File: src/rtl/risc_pkg.sv
// Shared types for the risc_core accumulator CPU: opcodes, FSM states and decode helpers.
package risc_pkg;

  typedef enum logic [2:0] {
    OP_HLT = 3'd0,
    OP_SKZ = 3'd1,
    OP_ADD = 3'd2,
    OP_AND = 3'd3,
    OP_XOR = 3'd4,
    OP_LDA = 3'd5,
    OP_STO = 3'd6,
    OP_JMP = 3'd7
  } opcode_t;

  typedef enum logic [1:0] {
    FETCH  = 2'd0,
    DECODE = 2'd1,
    EXEC   = 2'd2,
    HALT   = 2'd3
  } state_t;

  // True for the opcodes whose EXEC phase reads an operand from memory.
  function automatic logic is_mem_read(input opcode_t opcode);
    case (opcode)
      OP_ADD, OP_AND, OP_XOR, OP_LDA: return 1'b1;
      default:                        return 1'b0;
    endcase
  endfunction

endpackage

File: src/rtl/risc_if.sv
// Request/acknowledge memory bus between the core (master) and external memory (slave).
interface risc_if #(
  parameter int AWIDTH = 5,
  parameter int DWIDTH = 8
);
  logic              mem_req;
  logic              mem_we;
  logic [AWIDTH-1:0] mem_addr;
  logic [DWIDTH-1:0] mem_wdata;
  logic [DWIDTH-1:0] mem_rdata;
  logic              mem_ack;

  modport master (
    output mem_req,
    output mem_we,
    output mem_addr,
    output mem_wdata,
    input  mem_rdata,
    input  mem_ack
  );

  modport slave (
    input  mem_req,
    input  mem_we,
    input  mem_addr,
    input  mem_wdata,
    output mem_rdata,
    output mem_ack
  );
endinterface

File: src/rtl/risc_alu.sv
// Combinational accumulator ALU; in_a is the accumulator, in_b the memory operand.
module risc_alu
  import risc_pkg::*;
#(
  parameter int WIDTH = 8
) (
  input  opcode_t          opcode,
  input  logic [WIDTH-1:0] in_a,
  input  logic [WIDTH-1:0] in_b,
  output logic [WIDTH-1:0] alu_out,
  output logic             a_is_zero
);

  // Result select; the ADD carry falls off the top.
  always_comb begin
    alu_out = in_a;
    case (opcode)
      OP_ADD:  alu_out = in_a + in_b;
      OP_AND:  alu_out = in_a & in_b;
      OP_XOR:  alu_out = in_a ^ in_b;
      OP_LDA:  alu_out = in_b;
      default: alu_out = in_a;
    endcase
  end

  assign a_is_zero = (in_a == {WIDTH{1'b0}});

endmodule

File: src/rtl/risc_core.sv
// Multi-cycle accumulator CPU (FETCH/DECODE/EXEC/HALT) driving an external req/ack memory bus.
module risc_core
  import risc_pkg::*;
#(
  parameter int AWIDTH = 5,
  parameter int DWIDTH = 8
) (
  input  logic              clk,
  input  logic              rst,
  input  logic              resume,
  risc_if.master            bus,
  output logic              halt,
  output logic [AWIDTH-1:0] pc
);

  localparam logic [AWIDTH-1:0] PC_ONE = {{(AWIDTH-1){1'b0}}, 1'b1};

  state_t            state_r;
  state_t            state_next;
  logic [AWIDTH-1:0] pc_r;
  logic [AWIDTH-1:0] pc_next;
  logic [DWIDTH-1:0] ir_r;
  logic [DWIDTH-1:0] ir_next;
  logic [DWIDTH-1:0] acc_r;
  logic [DWIDTH-1:0] acc_next;
  logic              halt_r;
  logic              req_s;
  logic              we_s;
  logic [AWIDTH-1:0] addr_s;
  opcode_t           opcode_s;
  logic [AWIDTH-1:0] operand_addr_s;
  logic [DWIDTH-1:0] alu_out_s;
  logic              acc_zero_s;

  assign opcode_s       = opcode_t'(ir_r[DWIDTH-1 -: 3]);
  assign operand_addr_s = ir_r[AWIDTH-1:0];

  risc_alu #(
    .WIDTH (DWIDTH)
  ) u_alu (
    .opcode    (opcode_s),
    .in_a      (acc_r),
    .in_b      (bus.mem_rdata),
    .alu_out   (alu_out_s),
    .a_is_zero (acc_zero_s)
  );

  // Next-state and bus decode; request/we/addr depend only on registered state, never on ack.
  always_comb begin
    state_next = state_r;
    pc_next    = pc_r;
    ir_next    = ir_r;
    acc_next   = acc_r;
    req_s      = 1'b0;
    we_s       = 1'b0;
    addr_s     = pc_r;
    case (state_r)
      FETCH: begin
        req_s = 1'b1;
        if (bus.mem_ack) begin
          ir_next    = bus.mem_rdata;
          state_next = DECODE;
        end else begin
          state_next = FETCH;
        end
      end
      DECODE: begin
        pc_next    = pc_r + PC_ONE;
        state_next = EXEC;
      end
      EXEC: begin
        if (is_mem_read(opcode_s)) begin
          req_s  = 1'b1;
          addr_s = operand_addr_s;
          if (bus.mem_ack) begin
            acc_next   = alu_out_s;
            state_next = FETCH;
          end else begin
            state_next = EXEC;
          end
        end else begin
          case (opcode_s)
            OP_STO: begin
              req_s  = 1'b1;
              we_s   = 1'b1;
              addr_s = operand_addr_s;
              if (bus.mem_ack) begin
                state_next = FETCH;
              end else begin
                state_next = EXEC;
              end
            end
            OP_JMP: begin
              pc_next    = operand_addr_s;
              state_next = FETCH;
            end
            OP_SKZ: begin
              if (acc_zero_s) begin
                pc_next = pc_r + PC_ONE;
              end else begin
                pc_next = pc_r;
              end
              state_next = FETCH;
            end
            OP_HLT: begin
              state_next = HALT;
            end
            default: begin
              state_next = FETCH;
            end
          endcase
        end
      end
      HALT: begin
        if (resume) begin
          state_next = FETCH;
        end else begin
          state_next = HALT;
        end
      end
      default: begin
        state_next = FETCH;
      end
    endcase
  end

  // Architectural registers plus the registered halt flag.
  always_ff @(posedge clk or negedge rst) begin
    if (!rst) begin
      state_r <= FETCH;
      pc_r    <= {AWIDTH{1'b0}};
      ir_r    <= {DWIDTH{1'b0}};
      acc_r   <= {DWIDTH{1'b0}};
      halt_r  <= 1'b0;
    end else begin
      state_r <= state_next;
      pc_r    <= pc_next;
      ir_r    <= ir_next;
      acc_r   <= acc_next;
      halt_r  <= (state_next == HALT);
    end
  end

  // Gating with rst drops an in-flight request the instant reset asserts.
  assign bus.mem_req   = req_s & rst;
  assign bus.mem_we    = we_s;
  assign bus.mem_addr  = addr_s;
  assign bus.mem_wdata = acc_r;
  assign halt          = halt_r;
  assign pc            = pc_r;

endmodule

File: src/flat_wrapper.sv
// flat-port wrapper written by rule: the top's interface ports become plain ports
module risc_core_flat import risc_pkg::*;
#(
  parameter int AWIDTH = 5,
  parameter int DWIDTH = 8
)
  (clk, rst, resume, halt, pc, bus_mem_req, bus_mem_we, bus_mem_addr, bus_mem_wdata, bus_mem_rdata, bus_mem_ack);
  risc_if #(.AWIDTH(AWIDTH), .DWIDTH(DWIDTH)) bus_i ();
  input  logic clk;
  input  logic rst;
  input  logic resume;
  output logic halt;
  output logic [AWIDTH-1:0] pc;
  output wire logic [$bits(bus_i.mem_req)-1:0] bus_mem_req;
  output wire logic [$bits(bus_i.mem_we)-1:0] bus_mem_we;
  output wire logic [$bits(bus_i.mem_addr)-1:0] bus_mem_addr;
  output wire logic [$bits(bus_i.mem_wdata)-1:0] bus_mem_wdata;
  input wire logic [$bits(bus_i.mem_rdata)-1:0] bus_mem_rdata;
  input wire logic [$bits(bus_i.mem_ack)-1:0] bus_mem_ack;
  assign bus_mem_req = bus_i.mem_req;
  assign bus_mem_we = bus_i.mem_we;
  assign bus_mem_addr = bus_i.mem_addr;
  assign bus_mem_wdata = bus_i.mem_wdata;
  assign bus_i.mem_rdata = bus_mem_rdata;
  assign bus_i.mem_ack = bus_mem_ack;
  risc_core #(.AWIDTH(AWIDTH), .DWIDTH(DWIDTH)) u_core (.clk(clk), .rst(rst), .resume(resume), .bus(bus_i), .halt(halt), .pc(pc));
endmodule
File: config.mk
export PLATFORM = sky130hd
export DESIGN_NAME = risc_core_flat
export DESIGN_NICKNAME = d
export VERILOG_FILES = /design/src/rtl/risc_pkg.sv /design/src/rtl/risc_if.sv /design/src/rtl/risc_alu.sv /design/src/rtl/risc_core.sv /design/src/flat_wrapper.sv
export SDC_FILE = /design/constraint.sdc
export NUM_CORES = 1
export LEC_CHECK = 0
export CORE_MARGIN = 3
export CORE_UTILIZATION = 57
export CTS_BUF_LIST = sky130_fd_sc_hd__clkbuf_8 sky130_fd_sc_hd__clkbuf_16
export CTS_CLUSTER_DIAMETER = 40
export DETAILED_ROUTE_END_ITERATION = 16
export GPL_ROUTABILITY_DRIVEN = 0
export GPL_TIMING_DRIVEN = 0
export PLACE_DENSITY = 0.81
export SLEW_MARGIN = 20
export SYNTH_ARGS = -nofsm -noshare
export SYNTH_HDL_FRONTEND = slang
export SYNTH_HIERARCHICAL = 1
export SYNTH_SLANG_ARGS = --single-unit
File: constraint.sdc
create_clock -name clk -period 5.8 [get_ports clk]
set_clock_uncertainty 0.2 [all_clocks]
set_input_delay 0.58 -clock clk [delete_from_list [all_inputs] [get_ports clk]]
set_output_delay 0.58 -clock clk [all_outputs]
set_load 0.01 [all_outputs]
* After elaboration in Yosys (flattened, before gate mapping)
Index checks and enable logic that the tools add are counted.
** Storage, ports and cells
- Bits in registers :: 24
- Bits in latches :: 0
- Bits in writable memories :: 0
- Bits in read-only memories :: 0
- Bits of input ports :: 12
- Output and inout port bits :: 21
- Word-level logic and storage cells :: 54
- Memories :: 0
** Cells by class
- Add/subtract/negate cells :: 2
- $mul :: 0
- Divide/modulo/power cells :: 0
- $lt $le $gt $ge :: 0
- Equal/unequal tests :: 14
- Shift-type cells :: 0
- Muxes and demuxes :: 21
- Bitwise operators :: 3
- Reductions and logical operators :: 9
** Operator list (number)
- 8-bit case mux with 4 select lines :: 1
- 5-bit 2-to-1 mux :: 5
- 5-bit case mux with 2 select lines :: 2
- 3-bit equality test (second input constant) :: 4
- 8-bit adder :: 1
- 8-bit bitwise AND :: 1
- 8-bit zero test :: 1
- 2-bit case mux with 4 select lines :: 1
- 4-bit AND reduction :: 2
- 8-bit bitwise XOR :: 1
- 1-bit 2-to-1 mux :: 7
- 2-bit equality test (second input constant) :: 3
- 3-bit by 2-bit equality test with 1-bit output (second input constant) :: 2
- 2-bit 2-to-1 mux :: 3
- 3-bit by 2-bit inequality test with 1-bit output (second input constant) :: 2
- 5-bit by 1-bit adder with 5-bit output (second input constant) :: 1
- 2-bit case mux with 2 select lines :: 1
- 4-bit nonzero test :: 1
- 4-bit OR reduction :: 1
- 3-bit by 1-bit equality test with 1-bit output (second input constant) :: 1
- 3-bit zero test :: 1
- 2-bit by 1-bit equality test with 1-bit output (second input constant) :: 1
- 2-bit zero test :: 1
- 2-bit inequality test (second input constant) :: 1
- 4 further kinds :: 4

* Logic depth before layout (Yosys ltp)
Gate-level depths: netlist of the first run.
- Depth in word-level cells :: 7
- Mapped depth :: 8
- Gate-level depth less buffers :: 8

* Cells and area by module
Netlist of the first run, hierarchy kept.
** By module, submodules not included
- risc_core :: times used 1, cells each 101, area an instance 1227.4 µm², seq. area each 600.6 µm²
- risc_alu :: times used 1, cells each 110, area an instance 701.9 µm², seq. area each 0.0 µm²

* Least setup slack after synthesis of the first run
Ideal clock, no wire load.
- Kind :: register -> register
- Start point :: register u_core.acc_r[1], in the netlist u_core/bus.mem_wdata[1]
- End point :: register u_core.pc_r[2], in the netlist u_core/pc[2]
- Setup time :: 0.080 ns
- Arrival :: 2.238 ns
- Required time :: 5.520 ns
- Slack :: 3.282 ns
- Stages on the path, launching flop included :: 7
- Buffers on the path :: 0
- Period minus slack after synthesis :: 2.518 ns
- Cell sequence :: dfrtp_1 -> or4_1 -> nor2_1 -> or3b_4 -> a311oi_4 -> a21boi_1 -> a2bb2oi_1
** Between the ends
- Longest elaborated chain between the ends :: 3
** RTL lines
- start: declaration :: RTL line risc_core.sv:24 : logic [DWIDTH-1:0] acc_r;
- start signal: assignment :: RTL line risc_core.sv:133 : acc_r <= {DWIDTH{1'b0}};
- start signal: assignment :: RTL line risc_core.sv:139 : acc_r <= acc_next;
- 8-bit zero test :: RTL line risc_alu.sv:26 : assign a_is_zero = (in_a == {WIDTH{1'b0}});
- net u_core.acc_zero_s :: RTL line risc_core.sv:33 : logic acc_zero_s;
- 3-bit by 2-bit inequality test with 1-bit output (no source line)
- 4-bit AND reduction (no source line)
- end signal: assignment :: RTL line risc_core.sv:131 : pc_r <= {AWIDTH{1'b0}};
- end signal: assignment :: RTL line risc_core.sv:137 : pc_r <= pc_next;
- end: declaration :: RTL line risc_core.sv:20 : logic [AWIDTH-1:0] pc_r;
The timed path passes the listed nets, and every way through them passes these cells.
A chain may end at the register's enable or synchronous reset.

* Final worst setup path of the first run
- Start point :: register u_core.state_r[0]
- End point :: output port bus_mem_addr[2]
** Between the ends
- Longest elaborated chain between the ends :: 2
** RTL lines
- start: declaration :: RTL line risc_core.sv:18 : state_t state_r;
- start signal: assignment :: RTL line risc_core.sv:136 : state_r <= state_next;
- 2-bit equality test :: RTL line risc_core.sv:57 : case (state_r)
- 5-bit 2-to-1 mux :: RTL line risc_core.sv:57
- end: declaration :: RTL line flat_wrapper.sv:16 : output wire logic [$bits(bus_i.mem_addr)-1:0] bus_mem_addr;
Every way passes these cells.

==> impl_metrics.tcl, run 1 <==
set metrics [dict create \
    status "finished, final reports clean" \
    dieArea_mm2 0.00412 \
    grt_pass1_vias 1538 \
    setup_viol 0 \
    overflow 0 \
    syn_area_mm2 0.00193 \
    io_pins 33 \
    most-common-layout-cells "clkdlybuf4s50_1, dfrtp_1, nand2_1" \
    yosys_warnings 6 \
    slew_violations 0 \
    fmax_mhz 297 \
    cts.reportedPaths.clkPinSlew_ns 0.10 \
    clock_sinks 24 \
    syn_nets 236 \
    drtAntennaViolNets 0 \
    min_period_over_period 0.581 \
    period_needed_ns 3.37 \
    path_buf_inv 3 \
    cpPeakStageDelay_ns 0.58 \
    wl_um 4510 \
    ys_seq_area_frac 0.311 \
    synth_xor_area_frac 0.0272 \
    relSlewSlack 0.490 \
    power.total_uw 1500 \
    io_buffers 32 \
    viasPerCell 5.92 \
    area_growth_pct 22.9 \
    critPathLaunchType "flip-flop" \
    synth_compound_gate_area_share 0.202 \
    fin_nets 273 \
    path_cells "inv_1 > ha_1 > inv_1 > nor3_2 > mux2_2 > clkdlybuf4s50_1" \
    synthMuxAreaShare 0.184 \
    first_pass_iters 5 \
    tightest_slew_ns 0.762 \
    cts_hold_buffers 0 \
    htree_levels 1 \
    antenna_found_initial 0 \
    path_class "flip-flop to primary output" \
    fin_setup_tns_ns 0 \
    synthSimpleGateAreaFrac 0.155 \
    grt_start_max_net_pins 26 \
    clk_path_buf_depth 2 \
    cts_made_buffers 3 \
    ir_drop_v 0.000291 \
    syn-mean-instance-area_um2 9.14 \
    wl_per_cell_um 15.5 \
    hold_path.class "primary input to async pin" \
    cp_top_family "buffers and inverters" \
    syn_inst 211 \
    drt_iter0_drc 109 \
    cp.arrival_ns 2.59 \
    fillCellCount 243 \
    die_w_um 64.2 \
    fp.dieH_um 64.2 \
    ctsResizeCount 0 \
    yosysUniqueCellTypes 42 \
    synth_edf_count 0 \
    drv_cap 0 \
    grt_usage 0.227 \
    coreArea_mm2 0.00315 \
    clk_latency_ns 0.27 \
    cp_max_fo 8 \
    drcViolationCount 0 \
    cp-end-kind "primary output" \
    grt_pass1_wl_um 7510 \
    final_common_cell "clkdlybuf4s50_1" \
    crit_required_ns 5.02 \
    synth_ff_type "dfrtp_1" \
    power_density_mw_per_mm2 632 \
    start_util 0.612 \
    dp.final_hpwl_um 3310 \
    async_flop_share 1.00 \
    cts_setup_buffers 0 \
    drive_gt1_frac 0.162 \
    leakage_uw 0.00101 \
    cts_root_buf "clkbuf_8" \
    synth-seq-cells 24 \
    vias 1724 \
    synthAdderAreaFrac 0.0882 \
    critPathSlowestCell "nor3_2" \
    critPathMostFrequentCell "inv_1" \
    tritoncts "done" \
    row_count 20 \
    synth_top_family_by_area "compound AO/OA/AOI/OAI gates" \
    rsz0062_at_grt "no" \
    diodes 0 \
    hold_violations 0 \
]
[state kept, by name (all words and copies together) (netlist names)]
signal                cells
u_core/bus.mem_wdata      8
u_core/halt               1
u_core/ir_r               8
u_core/pc                 5
u_core/state_r            2
[synthesized netlist by cell type (4+ instances only)]
cell type  number  area, um2
nand3_1         4       20.0
mux2_2         20        225
nor2b_1         4       25.0
a31oi_1         4       25.0
dfrtp_1        24        601
ha_1           12        150
o21ai_0        17       85.1
nor2_1         15       56.3
nand2_1        23       86.3
inv_1           7       26.3
mux2i_1        13        130
buf_2           4       20.0
a21oi_1        16       80.1
[logic make-up (layout without fill, tap and decap cells)]
logic type      count (synthesis)  count (layout)
compound gates                 59              59
xor+xnor                        6               6
fa+ha+maj                      13              13
buf+inv                        15              51
flops                          24              24
mux                            33              33
simple gates                   61              61
[worst paths after layout]
kind | startpoint | to | slack, ns | cells past startpoint
max in group asynchronous | rst | u_core/ir_r[5] | 4.93 | 1
hold reg to reg | u_core/ir_r[4] | u_core/ir_r[4] | 0.33 | 1
setup reg to reg | u_core/bus.mem_wdata[1] | u_core/pc[2] | 2.95 | 6
hold / removal | rst | u_core/state_r[1] | 0.09 | 1
setup / recovery | u_core/state_r[0] | bus_mem_addr[2] | 2.43 | 6
min in group clk | u_core/ir_r[4] | u_core/ir_r[4] | 0.33 | 1
[cell type report]
| class | count | area, um2 | share of cell area |
|---|---|---|---|
| timing repair buffer | 32 | 315 | 0.133 |
| sequential | 24 | 601 | 0.253 |
| tap | 44 | 55.1 | 0.0232 |
| clock inverter | 1 | 30.0 | 0.0127 |
| clock buffer | 3 | 41.3 | 0.0174 |
| buffer | 8 | 36.3 | 0.0153 |
| inverter | 7 | 26.3 | 0.0111 |
| multi-input combinational | 172 | 1270 | 0.534 |
[routing by layer]
metal | vias up | GRT usage | routed length, um
li1 | 842 | - | -
met1 | 812 | 0.333 | 2180
met2 | 66 | 0.365 | 2040
met3 | 4 | 0.0228 | 259
met4 | 0 | 0.0422 | 29
met5 | - | 0 | 0
[where the power goes]
group          total (uW)  leakage, uW  internal (uW)  switching (uW)
Combinational         977     0.000683            496             481
Clock                 151    0.0000357           92.3            58.5
Sequential            370     0.000287            250             120
Total                1500      0.00101            838             659
[per-stage QoR]
step | std cells | setup WS (ns) | utilization | hold WS (ns) | instance area [um2]
after floorplan | 211 | 3.28 | - | 0.0844 | 1930
after global placement | 287 | 2.37 | 0.731 | 0.317 | 2300
after detailed placement | 287 | 2.71 | 0.729 | 0.316 | 2300
after CTS | 291 | 2.44 | 0.752 | 0.109 | 2370
after global routing | 291 | 2.27 | 0.752 | 0.128 | 2370
final | 291 | 2.43 | 0.752 | 0.0922 | 2370
Note: power is estimated with default switching activity, not from simulation.
==> inputs of run 2 (changes only) <==
CORE_UTILIZATION = 48   (was 57)
PLACE_DENSITY = 0.72   (was 0.81)
clock period = 3 ns   (was 5.8 ns; I/O delays follow)
==> run 2 against run 1 <==
Sequential power increased by 93%. First-iteration DRC count decreased by 4.6%. Critical path depth increased by 1. Worst setup slack got worse by 2.2 ns. Via count increased by 0.46%. Utilization decreased by 12 points. Sequential share of layout area decreased by 0.12 points. Final area increased by 0.47%. Die area increased by 17%. Largest cell class unchanged.
==> impl_metrics.tcl, run 2 (synthesis results as in run 1) <==
set metrics [dict create \
    dp_slack_ns 0.126 \
    path_class "flip-flop to primary output" \
    clock_sinks 24 \
    area_growth_pct 23.5 \
    grt_usage 0.200 \
    cts_root_buf "clkbuf_8" \
    antenna_found_initial 0 \
    drtAntennaViolNets 0 \
    overflow 0 \
    cts_made_buffers 3 \
    whs_ns 0.351 \
    cpPeakStageDelay_ns 0.48 \
    clk_path_buf_depth 2 \
    ir_drop_v 0.000469 \
    most-common-layout-cells "clkdlybuf4s50_1, dfrtp_1, nand2_1" \
    drt_iter0_drc 104 \
    critPathLaunchType "flip-flop" \
    relSlewSlack 0.468 \
    cp-end-kind "primary output" \
    path_cells "inv_1 > ha_1 > inv_1 > nor3_4 > buf_12 > mux2_2 > clkdlybuf4s50_1" \
    fin_setup_tns_ns 0 \
    vias 1732 \
    hold_violations 0 \
    tritoncts "done" \
    tightest_slew_ns 0.794 \
    row_count 22 \
    critPathMostFrequentCell "inv_1" \
    dp.final_hpwl_um 3300 \
    cts.reportedPaths.clkPinSlew_ns 0.09 \
    grt_pass1_vias 1628 \
    rsz0062_at_grt "no" \
    wl_per_cell_um 15.8 \
    multiInputGateArea_mm2 0.00127 \
    diodes 0 \
    drv_cap 0 \
    crit_required_ns 2.50 \
    die_w_um 69.4 \
    power_density_mw_per_mm2 1190 \
    drive_gt1_frac 0.161 \
    period_needed_ns 2.81 \
    critPathSlowestCell "clkdlybuf4s50_1" \
    status "finished, final reports clean" \
    place_inst 291 \
    drcViolationCount 0 \
    fin_nets 275 \
    setup_ws_ns 0.186 \
    htree_levels 1 \
    first_pass_iters 4 \
    final_common_cell "clkdlybuf4s50_1" \
    grt_start_max_net_pins 26 \
    leakage_uw 0.00101 \
    hold_path.class "flip-flop to flip-flop" \
    setup_viol 0 \
    clk_latency_ns 0.26 \
    cp.arrival_ns 2.31 \
    fillCellCount 351 \
    start_util 0.512 \
    cp_max_fo 8 \
    dieArea_mm2 0.00482 \
    coreArea_mm2 0.00377 \
    fmax_mhz 355 \
    wl_um 4680 \
    slew_violations 0 \
    layout.cells.non_filler 296 \
    grt_pass1_wl_um 7990 \
    final-seq-area_um2 601 \
    io_buffers 32 \
    viasPerCell 5.85 \
    io_pins 33 \
    fp.dieH_um 69.4 \
    min_period_over_period 0.938 \
]
-- run 2: changes by cell type in the layout (fill, tap and decap cells not counted), sizes merged --
cell	change
buf	+1
dlygate4sd3	+1
bufinv	-1
-- run 2: power breakdown --
part	leakage [uW]	switching [uW]	internal (uW)
logic	0.000696	941	990
clock network	0.0000216	98.4	89.7
registers	0.000287	231	484
total	0.00101	1270	1560
-- run 2: timing repair --
action	CTS	global route
setup buffers	0	1
endpoints found under the hold margin	24	0
hold buffers	1	0
pin swaps	0	1
resized for setup	1	0
setup endpoints to repair	5	4
-- run 2: cell type report --
class,instances,area share
Multi-Input combinational cell,172,0.534
Sequential cell,24,0.252
Timing Repair Buffer,34,0.145
Tap cell,48,0.0252
Clock buffer,3,0.0173
Buffer,8,0.0152
Inverter,7,0.0110
-- run 2: per-stage QoR --
step / utilization / total power (uW) / instance area, um2
floorplan: - / 1980 / 1930
global placement: 0.612 / 2550 / 2310
detailed placement: 0.611 / 2580 / 2300
CTS: 0.626 / 2800 / 2360
global route: 0.632 / 3100 / 2380
finish: 0.632 / 2830 / 2380
-- run 2: path summary, 6_finish.rpt --
kind / from / slack [ns] / endpoint / depth (start not counted)
setup reg to reg: u_core/bus.mem_wdata[1] / 0.19 / u_core/pc[4] / 6
hold reg to reg: u_core/ir_r[1] / 0.35 / u_core/ir_r[1] / 1
setup / recovery: u_core/state_r[0] / 0.19 / bus_mem_addr[2] / 7
min in group asynchronous: rst / 0.37 / u_core/state_r[1] / 2
max in group asynchronous: rst / 1.83 / u_core/ir_r[6] / 2
hold / removal: u_core/ir_r[1] / 0.35 / u_core/ir_r[1] / 1
-- run 2: critical path: cells and delay by family, from the launching register on --
kind	cells	cell delay (ns)
DFF	1	0.41
buffers and inverters	4	0.87
muxes	1	0.33
adders and majority gates	1	0.23
and+or+nand+nor	1	0.22
-- run 2: per-layer routing --
metal  vias up  share of wire  global-route usage
met4         0          0.011              0.0412
met5         -              0                   0
met2        42           0.47               0.307
met3         4          0.038              0.0377
met1       835           0.49               0.293
li1        851              -                   -
==> inputs of run 3 (changes only) <==
CAP_MARGIN = 0   (was default)
clock period = 2.4 ns   (was 3 ns; I/O delays follow)
==> run 3 against run 2 <==
The flow now finishes with violations (negative setup slack). Sequential cell count unchanged. Combinational power increased by 47%. Clock-buffer cell count unchanged. Largest power group unchanged. Critical endpoint is now u_core/pc[2]. Clock power increased by 93%.
==> impl_metrics.tcl, run 3 (synthesis results as in run 1) <==
set metrics [dict create \
    status "finished, violations left" \
    violations "negative setup slack" \
    r2r_start "u_core/bus.mem_wdata[1]" \
    slew_violations 0 \
    rsz0062_at_grt "yes" \
    path_buf_inv 0 \
    top_layer "met4" \
    fin_nets 291 \
    row_count 22 \
    combPwrFrac 0.698 \
    wl_um 5010 \
    dr_wl_met2_um 2380 \
    wl_per_cell_um 16.0 \
    ir_drop_v 0.000709 \
    cp-end-kind "flip-flop" \
    io_pins 33 \
    final-seq-area_um2 611 \
    clk_latency_ns 0.27 \
    cpPeakStageDelay_ns 0.54 \
    drtAntennaViolNets 0 \
    power.switching_uw 1780 \
    path_class "flip-flop to flip-flop" \
    setup_ws_ns -0.0986 \
    drv_cap 0 \
    power_density_mw_per_mm2 1540 \
    grt_usage 0.212 \
    drt_iter0_drc 104 \
    crit_required_ns 2.41 \
    die_w_um 69.4 \
    internal-power_uw 2290 \
    dp.final_hpwl_um 3360 \
    cts.reportedPaths.clkPinSlew_ns 0.09 \
    whs_ns 0.153 \
    tightest_slew_ns 0.850 \
    fp.dieH_um 69.4 \
    htree_levels 1 \
    critPathLaunch "u_core/bus.mem_wdata[1]" \
    grt_pass1_vias 1755 \
    diodes 0 \
    multiInputGateArea_mm2 0.00139 \
    coreArea_mm2 0.00377 \
    endpoint "u_core/pc[2]" \
    leakage_uw 0.00112 \
    drive_gt1_frac 0.336 \
    critPathLaunchType "flip-flop" \
    antenna_found_initial 0 \
    min_period_over_period 1.04 \
    pwr-share-seq 0.213 \
    tritoncts "done" \
    clock_sinks 24 \
    fillCellCount 297 \
    most-common-layout-cells "clkdlybuf4s50_1, nand2_1, mux2_2" \
    hold_start "bus_mem_rdata[0]" \
    setup_viol 6 \
    cp_top_family "simple AND/OR/NAND/NOR gates" \
    cp.arrival_ns 2.51 \
    area_growth_pct 37.0 \
    wl_met3_um 272 \
    grt_pass1_wl_um 8290 \
    dieArea_mm2 0.00482 \
    hold_violations 0 \
    clk_path_buf_depth 2 \
    cp_max_fo 6 \
    fmax_mhz 400 \
    period_needed_ns 2.50 \
    vias 1781 \
    r2r_cells 6 \
    reg2reg_setup_slack_ns -0.1 \
    relSlewSlack 0.430 \
    cts_root_buf "clkbuf_8" \
    wl_met1_um 2270 \
    first_pass_iters 4 \
    cp.depth 6 \
    swShare 0.437 \
    r2r-end "u_core/pc[2]" \
    viasPerCell 5.69 \
    drcViolationCount 0 \
    io_buffers 32 \
    cts_made_buffers 3 \
    final_common_cell "clkdlybuf4s50_1" \
    start_util 0.512 \
    overflow 0 \
    fin_setup_tns_ns -0.354 \
    hold_path.class "primary input to flip-flop" \
    clkPwrFrac 0.089 \
    grt_start_max_net_pins 26 \
    critPathSlowestCell "or4_4" \
    path_cells "or4_4 > nor2_4 > or3b_4 > a311oi_4 > a21boi_2 > a2bb2oi_2" \
]
==> run 3: power by group through the flow <==
stage	clock (uW)	sequential, uW	combinational, uW
global route	389	907	3110
global placement	0	897	2290
floorplan	0	873	1600
finish	362	866	2840
CTS	372	849	2590
detailed placement	0	898	2330
==> run 3: timing repair <==
| action | CTS | global route |
|---|---|---|
| pin swaps | 6 | 7 |
| gates resized for setup | 26 | 28 |
| buffers inserted | 10 | 7 |
| hold buffers | 1 | 0 |
| endpoints found under the hold margin | 24 | 0 |
| setup endpoints to repair | 13 | 12 |
==> run 3: how the worst min path moves through the flow <==
stage / to / cells after the start
floorplan: u_core/bus.mem_wdata[0] / 0
CTS: u_core/pc[1] / 2
global route: u_core/ir_r[0] / 2
global placement: u_core/ir_r[4] / 1
detailed placement: u_core/bus.mem_wdata[0] / 1
finish: u_core/ir_r[0] / 2
==> run 3: per-layer routing <==
| layer | up-vias | track usage |
|---|---|---|
| met4 | 0 | 0.0889 |
| li1 | 884 | - |
| met1 | 836 | 0.290 |
| met3 | 9 | 0.0435 |
| met2 | 52 | 0.325 |
| met5 | - | 0 |
==> run 3: layout make-up <==
class                      count  area share
clock inverter                 1      0.0114
tap                           48      0.0227
multi-input combinational    172       0.527
clock buffer                   3      0.0156
inverter                       7     0.00994
buffer                         8      0.0137
timing repair buffer          50       0.168
sequential                    24       0.231
==> run 3: through the flow <==
step / instances / power [uW] / util / area, um2 / setup WS, ns
2_1_floorplan: 211 / 2480 / - / 1930 / -0.0808
3_3_place_gp: 291 / 3180 / 0.613 / 2310 / -0.359
3_5_place_dp: 291 / 3230 / 0.611 / 2310 / -0.355
4_1_cts: 306 / 3820 / 0.672 / 2530 / -0.168
5_1_grt: 313 / 4410 / 0.701 / 2640 / -0.187
6_report: 313 / 4070 / 0.701 / 2640 / -0.0986
==> run 3: worst reg2reg max path, cell delays in order, from the launching register on <==
cell,delay (ns)
dfrtp_2,0.43
or4_4,0.54
nor2_4,0.10
or3b_4,0.40
a311oi_4,0.38
a21boi_2,0.26
a2bb2oi_2,0.13
